===== config.mk =====
export PLATFORM = sky130hd
export DESIGN_NAME = data_mem_responder
export DESIGN_NICKNAME = d
export VERILOG_FILES = /design/src/rtl/cpu_mem_pkg.sv /design/src/rtl/data_mem_array.sv /design/src/rtl/data_mem_responder.sv
export SDC_FILE = /design/constraint.sdc
export NUM_CORES = 2
export LEC_CHECK = 0
export ABC_CLOCK_PERIOD_IN_PS = 3690
export CORE_AREA = 2 2 459 461
export DETAILED_ROUTE_END_ITERATION = 16
export DIE_AREA = 0 0 461 463
export DONT_BUFFER_PORTS = 1
export GPL_ROUTABILITY_DRIVEN = 0
export GPL_TIMING_DRIVEN = 0
export MAX_ROUTING_LAYER = met4
export PLACE_DENSITY = 0.58
export SYNTH_ARGS = -nofsm -noshare
export SYNTH_HDL_FRONTEND = slang
export SYNTH_SLANG_ARGS = --single-unit

===== constraint.sdc =====
create_clock -name clk -period 3.69 [get_ports clk]
set_input_delay 0.738 -clock clk [delete_from_list [all_inputs] [get_ports clk]]
set_output_delay 0.738 -clock clk [all_outputs]
set_load 0.005 [all_outputs]

===== src/rtl/cpu_mem_pkg.sv =====
// Shared definitions for the CPU data-memory port: responder FSM encoding,
// word geometry and the address checks used by both ends of the port.
package cpu_mem_pkg;

    typedef enum logic [1:0] {
        ST_IDLE = 2'd0,
        ST_WAIT = 2'd1,
        ST_RESP = 2'd2
    } mem_state_e;

    localparam int          WORD_BYTES      = 4;
    localparam logic [31:0] ADDR_ALIGN_MASK = 32'(WORD_BYTES - 1);

    // A request is bad when it is not word aligned or its word index falls
    // past the end of the RAM.
    function automatic logic addr_error(input logic [31:0] a, input int depth);
        logic misaligned;
        logic out_of_range;
        misaligned   = (a & ADDR_ALIGN_MASK) != 32'd0;
        out_of_range = (a >> 2) >= $unsigned(depth);
        return misaligned | out_of_range;
    endfunction

endpackage


===== src/rtl/data_mem_array.sv =====
// Word-wide data RAM: synchronous write, asynchronous read. Contents are
// deliberately not reset.
module data_mem_array #(
    parameter int DEPTH_WORDS = 64,
    parameter int AW          = $clog2(DEPTH_WORDS)
) (
    input  logic          clk,
    input  logic          we,
    input  logic [AW-1:0] waddr,
    input  logic [31:0]   wdata,
    input  logic [AW-1:0] raddr,
    output logic [31:0]   rdata
);

    logic [31:0] mem [DEPTH_WORDS];

    // Commit one word per cycle when the responder asks for it.
    always_ff @(posedge clk) begin
        if (we) begin
            mem[waddr] <= wdata;
        end
    end

    assign rdata = mem[raddr];

endmodule


===== src/rtl/data_mem_responder.sv =====
// Responder end of the CPU data-memory port. Accepts one request at a time,
// waits WAIT_STATES cycles, then presents a registered one-cycle ack with
// read data or a write commit and an error flag.
module data_mem_responder
    import cpu_mem_pkg::*;
#(
    parameter int DEPTH_WORDS = 64,
    parameter int WAIT_STATES = 2
) (
    input  logic        clk,
    input  logic        RST,
    input  logic        req,
    input  logic        we,
    input  logic [31:0] addr,
    input  logic [31:0] wdata,
    output logic        busy,
    output logic        ack,
    output logic [31:0] rdata,
    output logic        err
);

    localparam int         AW        = $clog2(DEPTH_WORDS);
    localparam logic [3:0] WAIT_INIT = 4'(WAIT_STATES);

    mem_state_e    state_reg, state_next;
    logic [3:0]    cnt_reg, cnt_next;
    logic          lat_we_reg, lat_we_next;
    logic          lat_err_reg, lat_err_next;
    logic [AW-1:0] lat_idx_reg, lat_idx_next;
    logic [31:0]   lat_wdata_reg, lat_wdata_next;
    logic          busy_reg, busy_next;
    logic          ack_reg, ack_next;
    logic          err_reg, err_next;
    logic [31:0]   rdata_reg, rdata_next;

    logic          accept;
    logic          eff_we;
    logic          eff_err;
    logic [AW-1:0] eff_idx;
    logic          ram_we;
    logic [31:0]   ram_rdata;

    // With zero wait states the response is built in the accept cycle itself,
    // so the fields used for it come straight from the request pins then.
    assign accept  = (state_reg == ST_IDLE) && req;
    assign eff_we  = accept ? we : lat_we_reg;
    assign eff_err = accept ? addr_error(addr, DEPTH_WORDS) : lat_err_reg;
    assign eff_idx = accept ? addr[AW+1:2] : lat_idx_reg;

    // The write lands on the clock edge that closes the RESP cycle; a reset
    // before that edge forces IDLE and the write never happens.
    assign ram_we = (state_reg == ST_RESP) && lat_we_reg && !lat_err_reg;

    data_mem_array #(
        .DEPTH_WORDS (DEPTH_WORDS),
        .AW          (AW)
    ) u_array (
        .clk   (clk),
        .we    (ram_we),
        .waddr (lat_idx_reg),
        .wdata (lat_wdata_reg),
        .raddr (eff_idx),
        .rdata (ram_rdata)
    );

    // Next-state, request latch, wait counter and registered response values.
    always_comb begin
        state_next     = state_reg;
        cnt_next       = cnt_reg;
        lat_we_next    = lat_we_reg;
        lat_err_next   = lat_err_reg;
        lat_idx_next   = lat_idx_reg;
        lat_wdata_next = lat_wdata_reg;

        case (state_reg)
            ST_IDLE: begin
                if (req) begin
                    lat_we_next    = we;
                    lat_err_next   = addr_error(addr, DEPTH_WORDS);
                    lat_idx_next   = addr[AW+1:2];
                    lat_wdata_next = wdata;
                    if (WAIT_STATES == 0) begin
                        state_next = ST_RESP;
                        cnt_next   = 4'd0;
                    end else begin
                        state_next = ST_WAIT;
                        cnt_next   = WAIT_INIT;
                    end
                end
            end
            ST_WAIT: begin
                if (cnt_reg <= 4'd1) begin
                    state_next = ST_RESP;
                    cnt_next   = 4'd0;
                end else begin
                    cnt_next = cnt_reg - 4'd1;
                end
            end
            ST_RESP: begin
                state_next = ST_IDLE;
            end
            default: begin
                state_next = ST_IDLE;
                cnt_next   = 4'd0;
            end
        endcase

        busy_next  = (state_next != ST_IDLE);
        ack_next   = (state_next == ST_RESP);
        err_next   = ack_next && eff_err;
        rdata_next = (ack_next && !eff_we && !eff_err) ? ram_rdata : 32'd0;
    end

    // State and output registers; reset aborts any transaction in flight.
    always_ff @(posedge clk or negedge RST) begin
        if (!RST) begin
            state_reg     <= ST_IDLE;
            cnt_reg       <= 4'd0;
            lat_we_reg    <= 1'b0;
            lat_err_reg   <= 1'b0;
            lat_idx_reg   <= '0;
            lat_wdata_reg <= 32'd0;
            busy_reg      <= 1'b0;
            ack_reg       <= 1'b0;
            err_reg       <= 1'b0;
            rdata_reg     <= 32'd0;
        end else begin
            state_reg     <= state_next;
            cnt_reg       <= cnt_next;
            lat_we_reg    <= lat_we_next;
            lat_err_reg   <= lat_err_next;
            lat_idx_reg   <= lat_idx_next;
            lat_wdata_reg <= lat_wdata_next;
            busy_reg      <= busy_next;
            ack_reg       <= ack_next;
            err_reg       <= err_next;
            rdata_reg     <= rdata_next;
        end
    end

    assign busy  = busy_reg;
    assign ack   = ack_reg;
    assign err   = err_reg;
    assign rdata = rdata_reg;

endmodule


==> results.py <==
metrics = {
    "outcome": {
        "status": "finished, violations left",
        "failed_checks": "setup timing",
    },
    "logic_synthesis": {
        "yosysTopAreaCell": "edfxtp_1",
        "syn-instance-count": 5627,
        "syn_area_um2": 83100,
        "ys_warn_count": 0,
        "ys_seq_area_frac": 0.7644,
        "synth.distinct_cells": 38,
        "synth_area_leaders": "edfxtp_1 74%, mux2i_1 6.3%, nand2_1 5.5%",
        "synth_top_area_share": 0.7400,
        "ys_dominant_reg_cell": "edfxtp_1",
        "syn_avg_cell_area_um2": 14.77,
        "synth_nets": 5697,
        "ys_async_sr_fraction": 0.03805,
        "synth_edf_count": 2048,
        "ys_ff_latch": 2129,
    },
    "clock_tree": {
        "worstSkewPairLatency_ns": 0.86,
        "cts_tree": "yes",
        "cts_max_path_buffers": 3,
        "cts_buffers": 201,
        "clkSlewWorstSetupHoldPaths_ns": 0.06,
        "ctsHtreeMaxLevel": 4,
        "cts_root_buf": "clkbuf_16",
        "cts_sinks": 2129,
    },
    "worst_setup_path": {
        "setup.worst_path.start_class": "register",
        "critPathCaptureType": "register",
        "critPathLaunch": "state_reg[0]$_DFF_PN0_",
        "critPathKind": "register to register",
        "slowest_stage": "nand2_1",
        "crit_buf_inv": 2,
        "regToRegStartpoint": "state_reg[0]$_DFF_PN0_",
        "critical-path-top-delay-family": "simple AND/OR/NAND/NOR gates",
        "arrival_ns": 4.34,
        "reg2reg_depth": 5,
        "crit_fanout": 21,
        "timing.rr.end": "u_array.mem[50][23]$_DFFE_PP_",
        "cp_slowest_stage_delay_ns": 0.87,
        "ff2ff_setup_slack_ns": -0.13,
        "cp_data_required_time_ns": 4.22,
        "crit_path_cell_trace": "buf_2 -> nor4_2 -> nand2_1 -> nor2_4 -> buf_12",
    },
    "global_routing": {
        "first_global_vias": 49106,
        "antenna_found_initial": 15,
        "grt_overflow_total": 0,
        "grt_max_degree": 82,
        "grt_pass1_wl_mm": 371.7,
        "grt_usage": 0.2534,
    },
    "routing": {
        "wl_per_cell_um": 29.77,
        "routed_via_density": 5.752,
        "ant_nets": 0,
        "vias": 51502,
        "drcViolationCount": 0,
        "drtIter0Drc": 7488,
        "dr.pass1.iters": 6,
        "routed_wl_mm": 266.6,
    },
    "hold_path": {
        "min_to": "lat_wdata_reg[5]$_DFFE_PN0N_",
        "hp-class": "input pin to register",
        "hold_start": "wdata[5]",
        "hold_depth": 2,
    },
    "pwr": {
        "power.density_nw_per_um2": 826.7,
        "p_leak_nw": 33.19,
        "ir_drop_uv": 817.7,
        "power_mw": 80.93,
    },
    "floorplan": {
        "die_y_um": 463,
        "core-area_um2": 208500,
        "dieArea_um2": 213400,
        "fp-row-count": 168,
        "io_pins": 103,
        "start_util": 0.3985,
        "die_w_um": 461,
    },
    "sta": {
        "period_share": 1.034,
        "max-slew-margin-rel": 0.3177,
        "drv_slew": 0,
        "setup_violations": 158,
        "max_freq_mhz": 262.0,
        "worst_slack_ns": -0.1266,
        "post-route-min-period_ns": 3.817,
        "rsz0062_at_grt": "true",
        "hold_viol_final": 0,
        "finClkSkew_ns": 0.03148,
        "tightest_slew_ns": 1.023,
    },
    "final_layout": {
        "multiInputGateArea_um2": 19810,
        "fillers": 18020,
        "post-route-util": 0.4695,
        "final-instance-count-excl-fill": 8954,
        "mostFrequentLayoutCells": "2048 x edfxtp_1, 1215 x nand2_1, 608 x nand3_1",
        "register_area_um2": 63580,
        "largest_reg_flops": 2048,
        "syn_to_final_growth_pct": 17.81,
        "drive_gt1_frac": 0.1569,
        "final_common_cell": "edfxtp_1",
        "stdcell_area_um2": 97900,
        "nets": 6056,
    },
    "placed_design": {
        "place_area_um2": 89090,
        "dpl.cell_count": 8527,
        "hpwl_mm": 182.8,
        "io_buffers": 0,
    },
    "job": {
        "maxCapViolCount": 0,
    },
}
-- kinds of logic (layout without fill, tap and decap cells) --
| logic type | after synthesis | after routing | synth area share |
|---|---|---|---|
| AO/OA/AOI/OAI | 648 | 648 | 0.05337 |
| multiplexers | 521 | 521 | 0.06290 |
| flip-flops | 2129 | 2129 | 0.7644 |
| buffers and inverters | 373 | 891 | 0.02004 |
| adder cells (fa/ha/maj) | 2 | 2 | 0.0003011 |
| AND/OR/NAND/NOR | 1953 | 1953 | 0.09886 |
| XOR/XNOR | 1 | 1 | 0.0001054 |
| other | 0 | 4 | 0 |
-- synthesized netlist by cell type (44+ instances only) --
| master | number |
|---|---|
| o21ai_0 | 70 |
| a32oi_1 | 84 |
| mux2i_1 | 520 |
| a22oi_1 | 44 |
| nor2_1 | 83 |
| a21oi_1 | 256 |
| nand2_1 | 1216 |
| buf_2 | 152 |
| dfrtp_1 | 81 |
| clkbuf_1 | 174 |
| a221oi_1 | 128 |
| nand3_1 | 620 |
| edfxtp_1 | 2048 |
-- metrics by stage --
stage                TNS (ns)  hold WS [ns]  setup slack (ns)
floorplan                   0        0.4424            0.4897
global placement     -4280.50        0.4453            -2.641
detailed placement    -603.32        0.4452            -2.148
CTS                 -0.004021      0.003809         -0.002523
global route           -1.323       0.05582          -0.04628
finish                 -6.062       0.06576           -0.1266
-- per-layer routing --
| metal | part of all wire | global-route usage |
|---|---|---|
| met4 | 0.047 | 0.1031 |
| met1 | 0.40 | 0.3442 |
| met3 | 0.11 | 0.05589 |
| met5 | 0 | - |
| met2 | 0.44 | 0.3693 |
-- worst register-to-register path, stage by stage (launching register included) --
cell and delay, ns:
dfrtp_1 0.41, buf_2 0.21, nor4_2 0.85, nand2_1 0.87, nor2_4 0.82, buf_12 0.27
-- worst max path at each step --
| stage | endpoint | depth (start not counted) |
|---|---|---|
| after global routing | u_array.mem[50][23]$_DFFE_PP_ | 5 |
| after CTS | rdata[10]$_DFF_PN0_ | 13 |
| final | u_array.mem[50][23]$_DFFE_PP_ | 5 |
| after global placement | u_array.mem[15][8]$_DFFE_PP_ | 4 |
| after detailed placement | rdata[0]$_DFF_PN0_ | 8 |
| after floorplan | u_array.mem[63][0]$_DFFE_PP_ | 4 |
-- repair_timing --
item                                    CTS  global route
setup buffers                            19             8
hold buffers                             34             0
pin swaps                                37            12
setup endpoints to repair              1950           569
gates resized for setup                 476            87
endpoints found under the hold margin   113             0
cloned                                    0             0
-- power breakdown --
| group | switching, mW | leakage (nW) | internal, mW |
|---|---|---|---|
| registers | 2.28 | 19.6 | 30.0 |
| logic | 20.6 | 10.6 | 8.11 |
| clock network | 8.93 | 3.04 | 11.1 |
-- layout make-up --
class,count,area share
Inverter,10,0.0005112
Clock inverter,104,0.008346
Clock buffer,258,0.05507
Buffer,363,0.02200
Antenna cell,4,0.0001022
Tap cell,2805,0.03585
Multi-Input combinational cell,3125,0.2024
Sequential cell,2129,0.6494
Timing Repair Buffer,156,0.02637
(Power assumes the default switching activity.)
